<file path="config.mk">
export PLATFORM = sky130hd
export DESIGN_NAME = bicubic_tap_sequencer
export DESIGN_NICKNAME = d
export VERILOG_FILES = /design/src/rtl/bicubic_tap_sequencer.sv
export SDC_FILE = /design/constraint.sdc
export NUM_CORES = 1
export LEC_CHECK = 0
export BUFFER_PORTS_ARGS = -buffer_cell sky130_fd_sc_hd__buf_2
export CAP_MARGIN = 15
export CELL_PAD_IN_SITES_DETAIL_PLACEMENT = 1
export CELL_PAD_IN_SITES_GLOBAL_PLACEMENT = 1
export CORE_MARGIN = 2
export CORE_UTILIZATION = 40
export DETAILED_ROUTE_END_ITERATION = 8
export GPL_TIMING_DRIVEN = 0
export PLACE_DENSITY_LB_ADDON = 0.1
export SKIP_CTS_REPAIR_TIMING = 1
export SLEW_MARGIN = 10
export SYNTH_ARGS = -nofsm -noshare
export SYNTH_HDL_FRONTEND = slang
export SYNTH_SLANG_ARGS = --single-unit
</file>
<file path="constraint.sdc">
create_clock -name clk -period 12.7 [get_ports clk]
set_clock_uncertainty 0.2 [all_clocks]
set_input_delay 1.27 -clock clk [delete_from_list [all_inputs] [get_ports clk]]
set_output_delay 1.27 -clock clk [all_outputs]
set_load 0.02 [all_outputs]
</file>
<file path="src/rtl/bicubic_tap_sequencer.sv">
// bicubic_tap_sequencer
//   Time-multiplexed MAC controller for one bicubic filter pass. A job of
//   TAPS sign-magnitude pixel/weight pairs is latched on a valid/ready
//   handshake. One shared bicubic_mult is stepped over the taps, one tap per
//   cycle. The block returns the raw signed sum and an 8-bit result clamped
//   to 0..255.
// Ports
//   clk, rst_n          clock (rising edge), async active-low reset
//   in_valid/in_ready   job handshake
//   in_pixel[8*TAPS]    pixel magnitudes, tap i at [8i+7:8i]
//   in_pixel_sign[TAPS] pixel signs (1 = negative)
//   in_weight[3*TAPS]   weight codes, tap i at [3i+2:3i]
//   in_weight_sign      weight signs (1 = negative)
//   out_valid/out_ready result handshake
//   out_sum[ACC_W]      raw signed sum of tap products
//   out_pixel[8]        out_sum clamped to [0,255]
//   busy                high in MAC or DONE

// bicubic_mult
//   Combinational sign-magnitude multiply of an 8-bit pixel by a coded
//   weight (0,3,8,9,29,72,111,128)/128. The product is floored and carries a
//   sign; a zero product is always positive.
module bicubic_mult (
  input  logic [7:0] pixel_i,
  input  logic       pixel_sign_i,
  input  logic [2:0] wcode_i,
  input  logic       wsign_i,
  output logic [7:0] prod_o,
  output logic       prod_sign_o
);

  logic [7:0] weight;

  always_comb begin
    weight = '0;
    unique case (wcode_i)
      3'd0: weight = 8'd0;
      3'd1: weight = 8'd3;
      3'd2: weight = 8'd8;
      3'd3: weight = 8'd9;
      3'd4: weight = 8'd29;
      3'd5: weight = 8'd72;
      3'd6: weight = 8'd111;
      3'd7: weight = 8'd128;
      default: weight = 8'd0;
    endcase
  end

  // 128*255 fits in 15 bits, so bits [14:7] hold the whole floored product.
  assign prod_o      = 8'((16'(weight) * 16'(pixel_i)) >> 7);
  assign prod_sign_o = (pixel_sign_i ^ wsign_i) & (|prod_o);

endmodule

module bicubic_tap_sequencer #(
  parameter  int unsigned TAPS  = 4,
  localparam int unsigned ACC_W = 8 + $clog2(TAPS) + 1
) (
  input  logic                clk,
  input  logic                rst_n,
  input  logic                in_valid,
  output logic                in_ready,
  input  logic [8*TAPS-1:0]   in_pixel,
  input  logic [TAPS-1:0]     in_pixel_sign,
  input  logic [3*TAPS-1:0]   in_weight,
  input  logic [TAPS-1:0]     in_weight_sign,
  output logic                out_valid,
  input  logic                out_ready,
  output logic [ACC_W-1:0]    out_sum,
  output logic [7:0]          out_pixel,
  output logic                busy
);

  localparam int unsigned IDX_W = $clog2(TAPS);

  typedef enum logic [1:0] {
    S_IDLE,
    S_MAC,
    S_DONE
  } state_t;

  state_t              state_q, state_d;
  logic [ACC_W-1:0]    acc_q, acc_d;
  logic [IDX_W-1:0]    tap_idx_q, tap_idx_d;
  logic [8*TAPS-1:0]   pix_q, pix_d;
  logic [TAPS-1:0]     pixs_q, pixs_d;
  logic [3*TAPS-1:0]   w_q, w_d;
  logic [TAPS-1:0]     ws_q, ws_d;
  logic [ACC_W-1:0]    out_sum_q, out_sum_d;
  logic [7:0]          out_pixel_q, out_pixel_d;

  logic [7:0]          cur_pix;
  logic                cur_ps;
  logic [2:0]          cur_w;
  logic                cur_ws;
  logic [7:0]          prod;
  logic                prod_sign;
  logic [ACC_W-1:0]    prod_ext;
  logic [ACC_W-1:0]    acc_mac;

  function automatic logic [7:0] clamp_pix(input logic [ACC_W-1:0] v);
    if (v[ACC_W-1])
      return '0;
    else if (|v[ACC_W-2:8])
      return '1;
    else
      return v[7:0];
  endfunction

  // Tap select from the job registers only.
  always_comb begin
    cur_pix = '0;
    cur_ps  = 1'b0;
    cur_w   = '0;
    cur_ws  = 1'b0;
    for (int unsigned i = 0; i < TAPS; i++) begin
      if (tap_idx_q == IDX_W'(i)) begin
        cur_pix = pix_q[8*i +: 8];
        cur_ps  = pixs_q[i];
        cur_w   = w_q[3*i +: 3];
        cur_ws  = ws_q[i];
      end
    end
  end

  bicubic_mult u_mult (
    .pixel_i      (cur_pix),
    .pixel_sign_i (cur_ps),
    .wcode_i      (cur_w),
    .wsign_i      (cur_ws),
    .prod_o       (prod),
    .prod_sign_o  (prod_sign)
  );

  assign prod_ext = {{(ACC_W-8){1'b0}}, prod};
  assign acc_mac  = prod_sign ? (acc_q - prod_ext) : (acc_q + prod_ext);

  always_comb begin
    state_d     = state_q;
    acc_d       = acc_q;
    tap_idx_d   = tap_idx_q;
    pix_d       = pix_q;
    pixs_d      = pixs_q;
    w_d         = w_q;
    ws_d        = ws_q;
    out_sum_d   = out_sum_q;
    out_pixel_d = out_pixel_q;
    in_ready    = 1'b0;
    out_valid   = 1'b0;
    busy        = 1'b0;

    unique case (state_q)
      S_IDLE: begin
        in_ready = 1'b1;
      end
      S_MAC: begin
        busy      = 1'b1;
        acc_d     = acc_mac;
        tap_idx_d = tap_idx_q + IDX_W'(1);
        if (tap_idx_q == IDX_W'(TAPS-1)) begin
          state_d     = S_DONE;
          tap_idx_d   = '0;
          out_sum_d   = acc_mac;
          out_pixel_d = clamp_pix(acc_mac);
        end
      end
      S_DONE: begin
        busy      = 1'b1;
        out_valid = 1'b1;
        in_ready  = out_ready;
        if (out_ready && !in_valid)
          state_d = S_IDLE;
      end
      default: begin
        state_d = S_IDLE;
      end
    endcase

    // Accept shared by IDLE and the DONE handshake edge.
    if (in_valid && in_ready) begin
      state_d   = S_MAC;
      acc_d     = '0;
      tap_idx_d = '0;
      pix_d     = in_pixel;
      pixs_d    = in_pixel_sign;
      w_d       = in_weight;
      ws_d      = in_weight_sign;
    end
  end

  always_ff @(posedge clk or negedge rst_n) begin
    if (!rst_n) begin
      state_q     <= S_IDLE;
      acc_q       <= '0;
      tap_idx_q   <= '0;
      pix_q       <= '0;
      pixs_q      <= '0;
      w_q         <= '0;
      ws_q        <= '0;
      out_sum_q   <= '0;
      out_pixel_q <= '0;
    end else begin
      state_q     <= state_d;
      acc_q       <= acc_d;
      tap_idx_q   <= tap_idx_d;
      pix_q       <= pix_d;
      pixs_q      <= pixs_d;
      w_q         <= w_d;
      ws_q        <= ws_d;
      out_sum_q   <= out_sum_d;
      out_pixel_q <= out_pixel_d;
    end
  end

  assign out_sum   = out_sum_q;
  assign out_pixel = out_pixel_q;

endmodule

</file>
==> report_table.html <==
<table>
<tr><th>Metric</th><th>Value</th></tr>
<tr><th colspan="2">Status</th></tr>
<tr><td>Run status</td><td>complete, no violations</td></tr>
<tr><th colspan="2">Synth</th></tr>
<tr><td>Syn Nets</td><td>950</td></tr>
<tr><td>Top-area cell type share of the netlist area</td><td>0.319</td></tr>
<tr><td>Library cell with the largest summed area after synthesis</td><td>dfrtp_1</td></tr>
<tr><td>YS warnings</td><td>0</td></tr>
<tr><td>Number of synthesized register bits</td><td>86</td></tr>
<tr><td>Gate Count Post-Synth</td><td>805</td></tr>
<tr><td>Synth Area per Inst</td><td>8.37 um2</td></tr>
<tr><td>Dominant register cell in the synthesized netlist</td><td>dfrtp_1</td></tr>
<tr><td>Post-synth EDFFs</td><td>0</td></tr>
<tr><td>Async SR Flop Fraction</td><td>1.00</td></tr>
<tr><td>Top cells by area, synth</td><td>dfrtp_1, nand2_1, fa_1</td></tr>
<tr><td>Share of synthesized area occupied by flip-flops and latches</td><td>0.319</td></tr>
<tr><td>Post-synthesis cell area</td><td>0.00674 mm2</td></tr>
<tr><td>Cell variety after synth</td><td>60</td></tr>
<tr><th colspan="2">Setup path</th></tr>
<tr><td>Maximum fanout count along the critical path</td><td>10</td></tr>
<tr><td>Delay-heaviest family, CP</td><td>adder cells</td></tr>
<tr><td>Origin of the critical flop-to-flop path</td><td>tap_idx_q[1]</td></tr>
<tr><td>Cell type with the highest occurrence count on the critical path</td><td>inv_1</td></tr>
<tr><td>WP buf/inv</td><td>9</td></tr>
<tr><td>Largest stage delay, worst path</td><td>0.71 ns</td></tr>
<tr><td>Reg2Reg Capture Point</td><td>out_pixel[2]</td></tr>
<tr><td>Kind of start point of the critical path</td><td>flop</td></tr>
<tr><td>Critical path data required time</td><td>12.69 ns</td></tr>
<tr><td>Setup Crit Path Kind</td><td>reg2reg</td></tr>
<tr><td>Slowest stage cell, crit path</td><td>a2111oi_0</td></tr>
<tr><td>Count of cells along the worst register-to-register path</td><td>38</td></tr>
<tr><td>Data arrival time of the critical path</td><td>11.73 ns</td></tr>
<tr><td>Setup slack of the most critical reg-to-reg path</td><td>0.96 ns</td></tr>
<tr><td>CP Capture Type</td><td>flop</td></tr>
<tr><th colspan="2">Placed design</th></tr>
<tr><td>Placed cell count</td><td>1103</td></tr>
<tr><td>Number of input and output port buffers inserted</td><td>77</td></tr>
<tr><td>Placed wire-length estimate after detailed placement</td><td>14.8 mm</td></tr>
<tr><td>Final weighted congestion in routability-driven placement</td><td>0.859</td></tr>
<tr><td>Setup WS pre-CTS</td><td>0.825 ns</td></tr>
<tr><th colspan="2">Drt</th></tr>
<tr><td>Detailed-route via count</td><td>5832</td></tr>
<tr><td>Number of design-rule violations left by the first detailed-router iteration</td><td>229</td></tr>
<tr><td>Antenna-violating nets left</td><td>0</td></tr>
<tr><td>Iteration count of the initial detailed-routing pass</td><td>4</td></tr>
<tr><td>Routed WL</td><td>18.9 mm</td></tr>
<tr><td>Number of vias per cell</td><td>5.21</td></tr>
<tr><td>Post-route DRC violation count</td><td>0</td></tr>
<tr><td>Routed length per placed instance</td><td>16.8 um</td></tr>
<tr><th colspan="2">Timing</th></tr>
<tr><td>Sum of negative setup slack</td><td>0 ns</td></tr>
<tr><td>Setup repair after global routing missed its margin</td><td>false</td></tr>
<tr><td>Post-route setup slack</td><td>0.964 ns</td></tr>
<tr><td>Min Clock Period, post-route</td><td>11.74 ns</td></tr>
<tr><td>Setup violators final</td><td>0</td></tr>
<tr><td>Total count of max-transition violations in the final report</td><td>0</td></tr>
<tr><td>Achievable clock frequency</td><td>85.2 MHz</td></tr>
<tr><td>Count of endpoints failing hold in the final timing report</td><td>0</td></tr>
<tr><td>Max-slew headroom</td><td>0.396</td></tr>
<tr><td>Worst Tran Pin Value</td><td>0.906 ns</td></tr>
<tr><td>Ratio of final minimum period to clock period</td><td>0.924</td></tr>
<tr><th colspan="2">GRT</th></tr>
<tr><td>Number of global-route vias before repair</td><td>6394</td></tr>
<tr><td>GRT overflow</td><td>0</td></tr>
<tr><td>Global-route wire length before repair</td><td>31.6 mm</td></tr>
<tr><td>Initial antenna violation count</td><td>0</td></tr>
<tr><td>GR Util All Layers</td><td>0.221</td></tr>
<tr><td>Largest net degree at the start of global routing</td><td>50</td></tr>
<tr><th colspan="2">Min path</th></tr>
<tr><td>Min-Delay Endpoint</td><td>pix_q[30]</td></tr>
<tr><td>Worst Hold Depth</td><td>2</td></tr>
<tr><td>Launch instance of the worst min-delay path</td><td>pix_q[30]</td></tr>
<tr><td>Hold WC Path Type</td><td>reg2reg</td></tr>
<tr><th colspan="2">Floorplan</th></tr>
<tr><td>Site Rows</td><td>47</td></tr>
<tr><td>Die Footprint</td><td>0.0179 mm2</td></tr>
<tr><td>Ports</td><td>78</td></tr>
<tr><td>DIE HEIGHT</td><td>134 um</td></tr>
<tr><td>Placeable core region</td><td>0.0165 mm2</td></tr>
<tr><td>Floorplan die width</td><td>134 um</td></tr>
<tr><td>Initial cell density of the core</td><td>0.408</td></tr>
<tr><th colspan="2">Layout</th></tr>
<tr><td>Area of the multi-input gates</td><td>0.00425 mm2</td></tr>
<tr><td>Signed area change from the synthesized netlist to the final layout</td><td>15.0%</td></tr>
<tr><td>Number of nets at the end of the flow</td><td>1040</td></tr>
<tr><td>Most common cell after layout, fill and taps aside</td><td>nand2_1</td></tr>
<tr><td>Fill cells</td><td>2014</td></tr>
<tr><td>Sequential cell area in the final layout</td><td>0.00215 mm2</td></tr>
<tr><td>Cell Count, Final, Fillers Out</td><td>1120</td></tr>
<tr><td>Layout cell share with drive strength beyond 1</td><td>0.144</td></tr>
<tr><td>Commonest cells after routing, fill and taps aside</td><td>nand2_1, nor2_1, dfrtp_1</td></tr>
<tr><td>Final antenna diode count</td><td>0</td></tr>
<tr><th colspan="2">CTS</th></tr>
<tr><td>Largest buffer count on any clock path</td><td>2</td></tr>
<tr><td>Worst-Skew Late Latency</td><td>0.36 ns</td></tr>
<tr><td>CTS buffer count</td><td>9</td></tr>
<tr><td>Clock root cell</td><td>clkbuf_16</td></tr>
<tr><td>H-Tree Level Count</td><td>3</td></tr>
<tr><td>Clock slew at the register clock pins of the worst setup and hold paths</td><td>0.07 ns</td></tr>
<tr><td>TritonCTS clock tree</td><td>yes</td></tr>
<tr><td>Clk sinks</td><td>86</td></tr>
<tr><th colspan="2">Flow run</th></tr>
<tr><td>Max-cap violations</td><td>0</td></tr>
</table>
## per-layer routing
| layer | vias up | track usage | routed length, um |
|---|---|---|---|
| met5 | - | 0 | 0 |
| met2 | 66 | 0.402 | 9700 |
| met1 | 2915 | 0.277 | 8570 |
| li1 | 2840 | - | - |
| met4 | 0 | 0.0437 | 142 |
| met3 | 11 | 0.0348 | 449 |
## Yosys cell counts, drive strengths merged (3+ instances only)
cell type	n
nand3	7
inv	61
a32oi	8
mux2i	14
nand2b	10
ha	54
dfrtp	86
xnor2	16
and2	4
buf	5
nand2	200
nor2	104
clkbuf	24
or2	13
a211oi	8
nor4	5
o211ai	8
nor2b	6
a31oi	5
and3	3
nor3	12
fa	35
xor2	6
o21ai	20
a21o	9
a21oi	38
mux2	11
## worst register-to-register path: cells and delay by family (launching register included)
family | cells | cell delay (ns)
buffers and inverters | 9 | 1.80
muxes | 1 | 0.48
and+or+nand+nor | 10 | 2.37
DFF | 1 | 0.42
adders and majority gates | 8 | 3.19
AOI/OAI and AO/OA | 10 | 3.14
## per-stage QoR
| stage | cell area, um2 | hold WS [ns] | utilization |
|---|---|---|---|
| floorplan | 6740 | 0.246 | - |
| CTS | 7730 | 0.284 | 0.468 |
| detailed placement | 7430 | 0.264 | 0.449 |
| global route | 7740 | 0.304 | 0.469 |
| global placement | 7400 | 0.259 | 0.448 |
| finish | 7740 | 0.278 | 0.469 |
## cells by family after synthesis
family	Yosys count	synth area share
multiplexers	25	0.0397
flip-flops	86	0.319
AND/OR/NAND/NOR	376	0.238
buffers and inverters	90	0.0503
XOR/XNOR	22	0.0308
adder cells (fa/ha/maj)	89	0.204
AO/OA/AOI/OAI	117	0.117
## how the worst max path moves through the flow
stage	end	from	cells past startpoint	slack, ns
2_1_floorplan	out_pixel[1]	tap_idx_q[1]	42	3.02
3_3_place_gp	out_pixel[1]	tap_idx_q[1]	42	1.17
3_5_place_dp	out_pixel[2]	tap_idx_q[1]	42	0.82
4_1_cts	out_pixel[2]	tap_idx_q[1]	42	0.78
5_1_grt	out_pixel[6]	tap_idx_q[1]	43	0.03
6_report	out_pixel[2]	tap_idx_q[1]	38	0.96
## state kept, by name, indices dropped and copies added (netlist names)
signal / cells
acc_q: 11
out_pixel: 8
out_sum: 11
pix_q: 32
pixs_q: 4
state_q: 2
tap_idx_q: 2
w_q: 12
ws_q: 4
## final cells by class
type                    instances  share of cell area
inverters                      61              0.0296
clock buffers                   9              0.0291
clock inverters                 7              0.0100
plain buffers                  29              0.0142
well taps                     220              0.0355
multi-input cells             629               0.549
flip-flops and latches         86               0.278
repair buffers                 79              0.0543
Power is not shown: default switching activity piles up to over one toggle a cycle in this logic, so the estimate is an artifact.
